[config.mk]
export PLATFORM = sky130hd
export DESIGN_NAME = pixel_readout_ctrl
export DESIGN_NICKNAME = d
export VERILOG_FILES = /design/src/rtl/pixel_readout_ctrl.sv
export SDC_FILE = /design/constraint.sdc
export NUM_CORES = 1
export LEC_CHECK = 0
export CORE_MARGIN = 4
export CORE_UTILIZATION = 44
export DETAILED_ROUTE_END_ITERATION = 7
export GPL_ROUTABILITY_DRIVEN = 0
export GPL_TIMING_DRIVEN = 0
export PLACE_DENSITY = 0.78
export SLEW_MARGIN = 20
export SYNTH_ARGS = -nofsm -noshare
export SYNTH_HDL_FRONTEND = slang
export SYNTH_SLANG_ARGS = --single-unit
[constraint.sdc]
create_clock -name clk -period 2.1 [get_ports clk]
set_clock_uncertainty 0.2 [all_clocks]
set_input_delay 0.525 -clock clk [delete_from_list [all_inputs] [get_ports clk]]
set_output_delay 0.525 -clock clk [all_outputs]
set_load 0.05 [all_outputs]
[src/rtl/pixel_readout_ctrl.sv]
// Pixel array readout: selects one row at a time, captures its column bus after settling, then streams pixels.
// Latency: first pixel SETTLE_CYCLES+2 cycles after start; out_ready low stalls only in STREAM, holding outputs stable.
module pixel_readout_ctrl #(
  parameter int PIXEL_BITS    = 8,
  parameter int ARRAY_WIDTH   = 2,
  parameter int ARRAY_HEIGHT  = 2,
  parameter int SETTLE_CYCLES = 1,
  localparam int ROW_W = (ARRAY_HEIGHT > 1) ? $clog2(ARRAY_HEIGHT) : 1,
  localparam int COL_W = (ARRAY_WIDTH > 1) ? $clog2(ARRAY_WIDTH) : 1,
  localparam int CNT_W = (SETTLE_CYCLES > 1) ? $clog2(SETTLE_CYCLES) : 1
) (
  input  logic                              clk,
  input  logic                              reset_n,
  input  logic                              start,
  output logic                              busy,
  output logic [ARRAY_HEIGHT-1:0]           read_row,
  input  logic [ARRAY_WIDTH*PIXEL_BITS-1:0] col_data,
  output logic [PIXEL_BITS-1:0]             out_data,
  output logic [ROW_W-1:0]                  out_row,
  output logic [COL_W-1:0]                  out_col,
  output logic                              out_valid,
  input  logic                              out_ready,
  output logic                              out_last,
  output logic                              frame_done
);

  typedef enum logic [2:0] {
    IDLE    = 3'd0,
    SELECT  = 3'd1,
    CAPTURE = 3'd2,
    STREAM  = 3'd3,
    DONE    = 3'd4
  } state_t;

  state_t                                       state_q, state_d;
  logic [ROW_W-1:0]                             row_q, row_d;
  logic [COL_W-1:0]                             col_q, col_d;
  logic [CNT_W-1:0]                             cnt_q, cnt_d;
  logic [ARRAY_WIDTH-1:0][PIXEL_BITS-1:0]       line_q, line_d;
  logic                                         last_col;
  logic                                         last_row;

  always_ff @(posedge clk or negedge reset_n) begin
    if (!reset_n) begin
      state_q <= IDLE;
      row_q   <= '0;
      col_q   <= '0;
      cnt_q   <= '0;
      line_q  <= '0;
    end else begin
      state_q <= state_d;
      row_q   <= row_d;
      col_q   <= col_d;
      cnt_q   <= cnt_d;
      line_q  <= line_d;
    end
  end

  always_comb begin
    state_d    = state_q;
    row_d      = row_q;
    col_d      = col_q;
    cnt_d      = cnt_q;
    line_d     = line_q;
    busy       = 1'b0;
    read_row   = '0;
    out_valid  = 1'b0;
    out_data   = '0;
    out_row    = '0;
    out_col    = '0;
    out_last   = 1'b0;
    frame_done = 1'b0;
    last_col   = (col_q == COL_W'(ARRAY_WIDTH - 1));
    last_row   = (row_q == ROW_W'(ARRAY_HEIGHT - 1));

    case (state_q)
      IDLE: begin
        if (start) begin
          state_d = SELECT;
          row_d   = '0;
          col_d   = '0;
          cnt_d   = '0;
        end
      end
      SELECT: begin
        busy          = 1'b1;
        read_row[row_q] = 1'b1;
        if (cnt_q == CNT_W'(SETTLE_CYCLES - 1)) begin
          state_d = CAPTURE;
        end else begin
          cnt_d = cnt_q + CNT_W'(1);
        end
      end
      CAPTURE: begin
        // Bus is still driven by the selected row during this cycle.
        busy          = 1'b1;
        read_row[row_q] = 1'b1;
        line_d        = col_data;
        col_d         = '0;
        state_d       = STREAM;
      end
      STREAM: begin
        busy      = 1'b1;
        out_valid = 1'b1;
        out_data  = line_q[col_q];
        out_row   = row_q;
        out_col   = col_q;
        out_last  = last_col && last_row;
        if (out_ready) begin
          if (!last_col) begin
            col_d = col_q + COL_W'(1);
          end else if (!last_row) begin
            row_d   = row_q + ROW_W'(1);
            cnt_d   = '0;
            state_d = SELECT;
          end else begin
            state_d = DONE;
          end
        end
      end
      DONE: begin
        frame_done = 1'b1;
        state_d    = IDLE;
      end
      default: state_d = IDLE;
    endcase
  end

endmodule

# Word-level counts from Yosys, hierarchy flattened
# Cells that the tools add are included.
# W data, S select, Z words.
# word_totals
regBits	22
in_bits	20
output_inout_bits	16
elab_cells	64
# classes
addsub	3
n_lt_le_gt_ge	3
eq_ne	9
mux	31
n_reduce_logical	12
# op_table
cell	count
$mux W8	3
$mux W1	17
$mux W3	5
$pmux W3 S4	1
$ne A2 B2 Y1 const B	5
$reduce_and A4 Y1	2
$eq A3 B2 Y1 const B	2
$pmux W1 S3	2
$reduce_bool A3 Y1	2
$reduce_and A5 Y1	1
$lt A1 B2 Y1 const B	2
$add A1 B1 Y1 const B	3
$eq A3 B1 Y1 const B	1
$eq A3 B3 Y1 const B	1
$logic_not A3 Y1	1
$reduce_and A3 Y1	1
$reduce_or A3 Y1	1
$logic_and A1 B1 Y1	2
$mux W2	1
$pmux W1 S2	1
$reduce_bool A2 Y1	1
$reduce_or A2 Y1	1
$demux W1 S1	1
$ge A1 B1 Y1 const B	1

# Depth between registers and ports, before layout
# depth
word_depth	5
mapped_depth	4
ltp_nobuf	2

# Worst setup path before layout
# OpenSTA, ideal clock, no wires.
# synth_path
path_kind	register to output
start	reg col_q
end	out out_last
arrival_ps	1801
slack_ps	-426
path_stages_with_launch	4
cell_sequence	dfrtp_1 > buf_2 > inv_1 > nor3_1
# synth_between
elab_chain_cells	2
# synth_rtl
item	line_no	text
start: declaration	37	logic [COL_W-1:0] col_q, col_d;
start signal: assignment	53	col_q <= col_d;
$logic_and A1 B1 Y1	108	out_last = last_col && last_row;
$mux W1	76	case (state_q)
end: declaration	23	output logic out_last,
# Every way passes these cells.

# Worst setup path after layout
# layout_path
start	reg state_q[2]
end	out out_last
# layout_between
elab_chain_cells	2
# layout_rtl
item	line_no	text
start: declaration	35	state_t state_q, state_d;
start signal: assignment	51	state_q <= state_d;
$eq A3 B2 Y1	76	
$mux W1	76	
# Every way passes these cells.

==> metrics.cfg <==
[status]
run_status=finished with violations
violated_checks=setup timing

[sta]
final.setup.worst_slack_ns=-0.196
drv_slew=0
setup_total_negative_slack_ns=-2.00
max_slew.worst_pin.slew_ns=0.946
grt_setup_unrepaired=yes
finalCriticalPeriod_ns=2.30
relSlewSlack=0.367
finalHoldViolCount=0
setup_violations=14
min_period_over_period=1.09
max_freq_mhz=436

[worst_setup_path]
critPathMaxFanout=5
required_worst_endpoint_ns=1.37
cp-end-kind=output port
worst-endpoint-arrival_ns=1.57
class_of_the_most_critical_setup_path=flop to output port
critical_path.startpoint_type=flop

[floorplanning]
die_area_um2=3230
boundaryPins=36
die_width_um=56.8
floorplan.initialDensity=0.470
chipHeight_um=56.8
rows=17
design.core.area_um2=2230

[yosys]
post-synth-top-area-cell=sky130_fd_sc_hd__dfrtp_1
ys_types=25
ys.warnings.count=0
syn-num-nets=109
count_leader_synth=sky130_fd_sc_hd__dfrtp_1
postSynth.asyncResetShare=1.00
synth_seq_cells=21
edff_count_synth=0
synthesis.instances=89
synthDominantCellAreaShare=0.501
post_synth_main_area_contributors=sky130_fd_sc_hd__dfrtp_1 50%, sky130_fd_sc_hd__mux2_2 17%, sky130_fd_sc_hd__mux2i_1 7.6%
top_flip_flop_cell_by_instance_count_after_synthesis=sky130_fd_sc_hd__dfrtp_1
ys_top_cells_by_count=21 x sky130_fd_sc_hd__dfrtp_1, 16 x sky130_fd_sc_hd__mux2_2, 14 x sky130_fd_sc_hd__nor2_1
post_synth_instance_area_um2=1050
yosysSeqAreaShare=0.501
avgSynthCellArea_um2=11.8

[clocking]
clk_lat_worst_skew_ns=0.31
number_of_hold_buffers_added_after_cts=0
cts.path.max_buffers=2
tritoncts=done
cts_buffers=3
clk_transition_reported_paths_ns=0.11
cts.root.buffer_cell=sky130_fd_sc_hd__clkbuf_4
cts_sinks=21
cts_htree_levels=1

[global_route]
global_route_wire_length_before_repair_mm=3.93
antenna_found_initial=0
pin_count_of_the_biggest_net_entering_global_routing=22
globalRoute.totalOverflow=0
first_global_vias=846
global_route.usage.total=0.159

[placed_design]
placement.io_buffers=35
dp.cells=152
hpwlAfterDp_mm=1.60

[detailed_routing]
drt-wirelength-per-cell_um=16.1
detailedRoute.firstIterationViolations=9
drc_errors=0
vias_per_cell=5.25
postRouteAntennaNets=0
routed_wire_length_mm=2.68
routed-via-count=876
drtPass1Iterations=4

[layout]
nNetsFinal=160
synthToLayoutAreaGrowth_pct=64.5
drive_above_1_share=0.518
num_antenna_cells=0
layout.cells.non_filler=167
fill_cells=142

[min_path]
hold_path_class=flop to flop

[job]
number_of_maximum_capacitance_constraint_violations=0

-- path summary, 6_finish.rpt --
path / from / end / slack (ns) / cells past startpoint
setup / recovery: state_q[2] / out_last / -0.20 / 5
hold / removal: line_q[7] / line_q[7] / 0.32 / 1
setup reg to reg: state_q[1] / line_q[11] / 0.28 / 5
hold reg to reg: line_q[7] / line_q[7] / 0.32 / 1
max in group asynchronous: reset_n / col_q / 0.53 / 1
min in group asynchronous: reset_n / state_q[1] / 0.53 / 1
-- what timing repair did --
action                                  4_1_cts  5_1_grt
pin swaps                                     0        9
buffers inserted                              3        8
gates resized for setup                     116       28
endpoints found under the setup margin       16       16
cloned                                        0        1
-- worst max-delay path: stages, from the launching register on --
cell and delay (ns):
sky130_fd_sc_hd__dfrtp_1 0.44, sky130_fd_sc_hd__nand3b_1 0.21, sky130_fd_sc_hd__buf_6 0.16, sky130_fd_sc_hd__buf_6 0.11, sky130_fd_sc_hd__nor3_4 0.15, sky130_fd_sc_hd__buf_6 0.18
-- stage by stage --
stage / cell area, um^2 / hold slack, ns / util / setup slack (ns)
floorplan: 1080 / 0.0294 / - / -0.314
global placement: 1470 / 0.289 / 0.657 / -0.754
detailed placement: 1470 / 0.296 / 0.657 / -0.764
CTS: 1540 / 0.323 / 0.691 / -0.168
global route: 1730 / 0.344 / 0.773 / -0.288
finish: 1730 / 0.320 / 0.773 / -0.196
-- state kept, by name, summed over array words and instances, names as in the netlist --
signal and count:
last_row 1, state_q 3, col_q 1, line_q 16
-- metal layers --
metal	wire, um	GRT usage	part of all wire
met4	78	0.0795	0.029
met2	1290	0.259	0.48
met5	0	0	0
met1	1100	0.187	0.41
met3	208	0.0483	0.078
-- layout by cell type, fill, tap and decap left out --
cell | netlist | layout
sky130_fd_sc_hd__nor4b_1 | 1 | 1
sky130_fd_sc_hd__buf_2 | 1 | 1
sky130_fd_sc_hd__buf_4 | 1 | 12
sky130_fd_sc_hd__nor2_2 | 0 | 1
sky130_fd_sc_hd__nor3b_4 | 1 | 1
sky130_fd_sc_hd__xnor2_1 | 1 | 1
sky130_fd_sc_hd__inv_1 | 3 | 2
sky130_fd_sc_hd__inv_4 | 0 | 1
sky130_fd_sc_hd__nand2_1 | 3 | 3
sky130_fd_sc_hd__and3_1 | 1 | 1
sky130_fd_sc_hd__clkbuf_16 | 0 | 1
sky130_fd_sc_hd__and4_2 | 1 | 1
sky130_fd_sc_hd__nor3_1 | 5 | 4
sky130_fd_sc_hd__dfrtp_1 | 21 | 20
sky130_fd_sc_hd__clkdlybuf4s50_1 | 0 | 19
sky130_fd_sc_hd__clkbuf_4 | 0 | 3
sky130_fd_sc_hd__o21ba_2 | 1 | 1
sky130_fd_sc_hd__clkbuf_1 | 2 | 1
sky130_fd_sc_hd__or2b_1 | 1 | 1
sky130_fd_sc_hd__and2_1 | 1 | 1
sky130_fd_sc_hd__nor2_1 | 14 | 3
sky130_fd_sc_hd__a211oi_1 | 1 | 1
sky130_fd_sc_hd__buf_6 | 1 | 10
sky130_fd_sc_hd__nor3_4 | 0 | 1
sky130_fd_sc_hd__nand4b_1 | 1 | 1
sky130_fd_sc_hd__o221ai_1 | 1 | 1
sky130_fd_sc_hd__buf_8 | 1 | 9
sky130_fd_sc_hd__dfrtp_2 | 0 | 1
sky130_fd_sc_hd__mux2i_2 | 0 | 3
sky130_fd_sc_hd__nor2_4 | 0 | 10
sky130_fd_sc_hd__mux2_2 | 16 | 16
sky130_fd_sc_hd__nand3b_1 | 1 | 1
sky130_fd_sc_hd__o32ai_1 | 1 | 1
sky130_fd_sc_hd__mux2i_1 | 8 | 5
-- logic make-up (layout without fill, tap and decap cells) --
| family | Yosys count | in the layout | share of synthesized area |
|---|---|---|---|
| and+or+nand+nor | 30 | 30 | 0.155 |
| muxes | 24 | 24 | 0.248 |
| DFF | 21 | 21 | 0.501 |
| buffers and inverters | 9 | 59 | 0.0548 |
| AOI/OAI and AO/OA | 4 | 4 | 0.0334 |
| xor gates and xnor gates | 1 | 1 | 0.00834 |
-- area by class of cell --
class,instances,area [um^2],area share
multi-input cells,59,567,0.328
flip-flops and latches,21,527,0.305
repair buffers,47,494,0.286
plain buffers,5,63.8,0.0370
well taps,28,35.0,0.0203
clock buffers,4,26.3,0.0152
inverters,3,13.8,0.00797
Power is not shown: default switching activity piles up to over one toggle a cycle in this logic, so the estimate is an artifact.
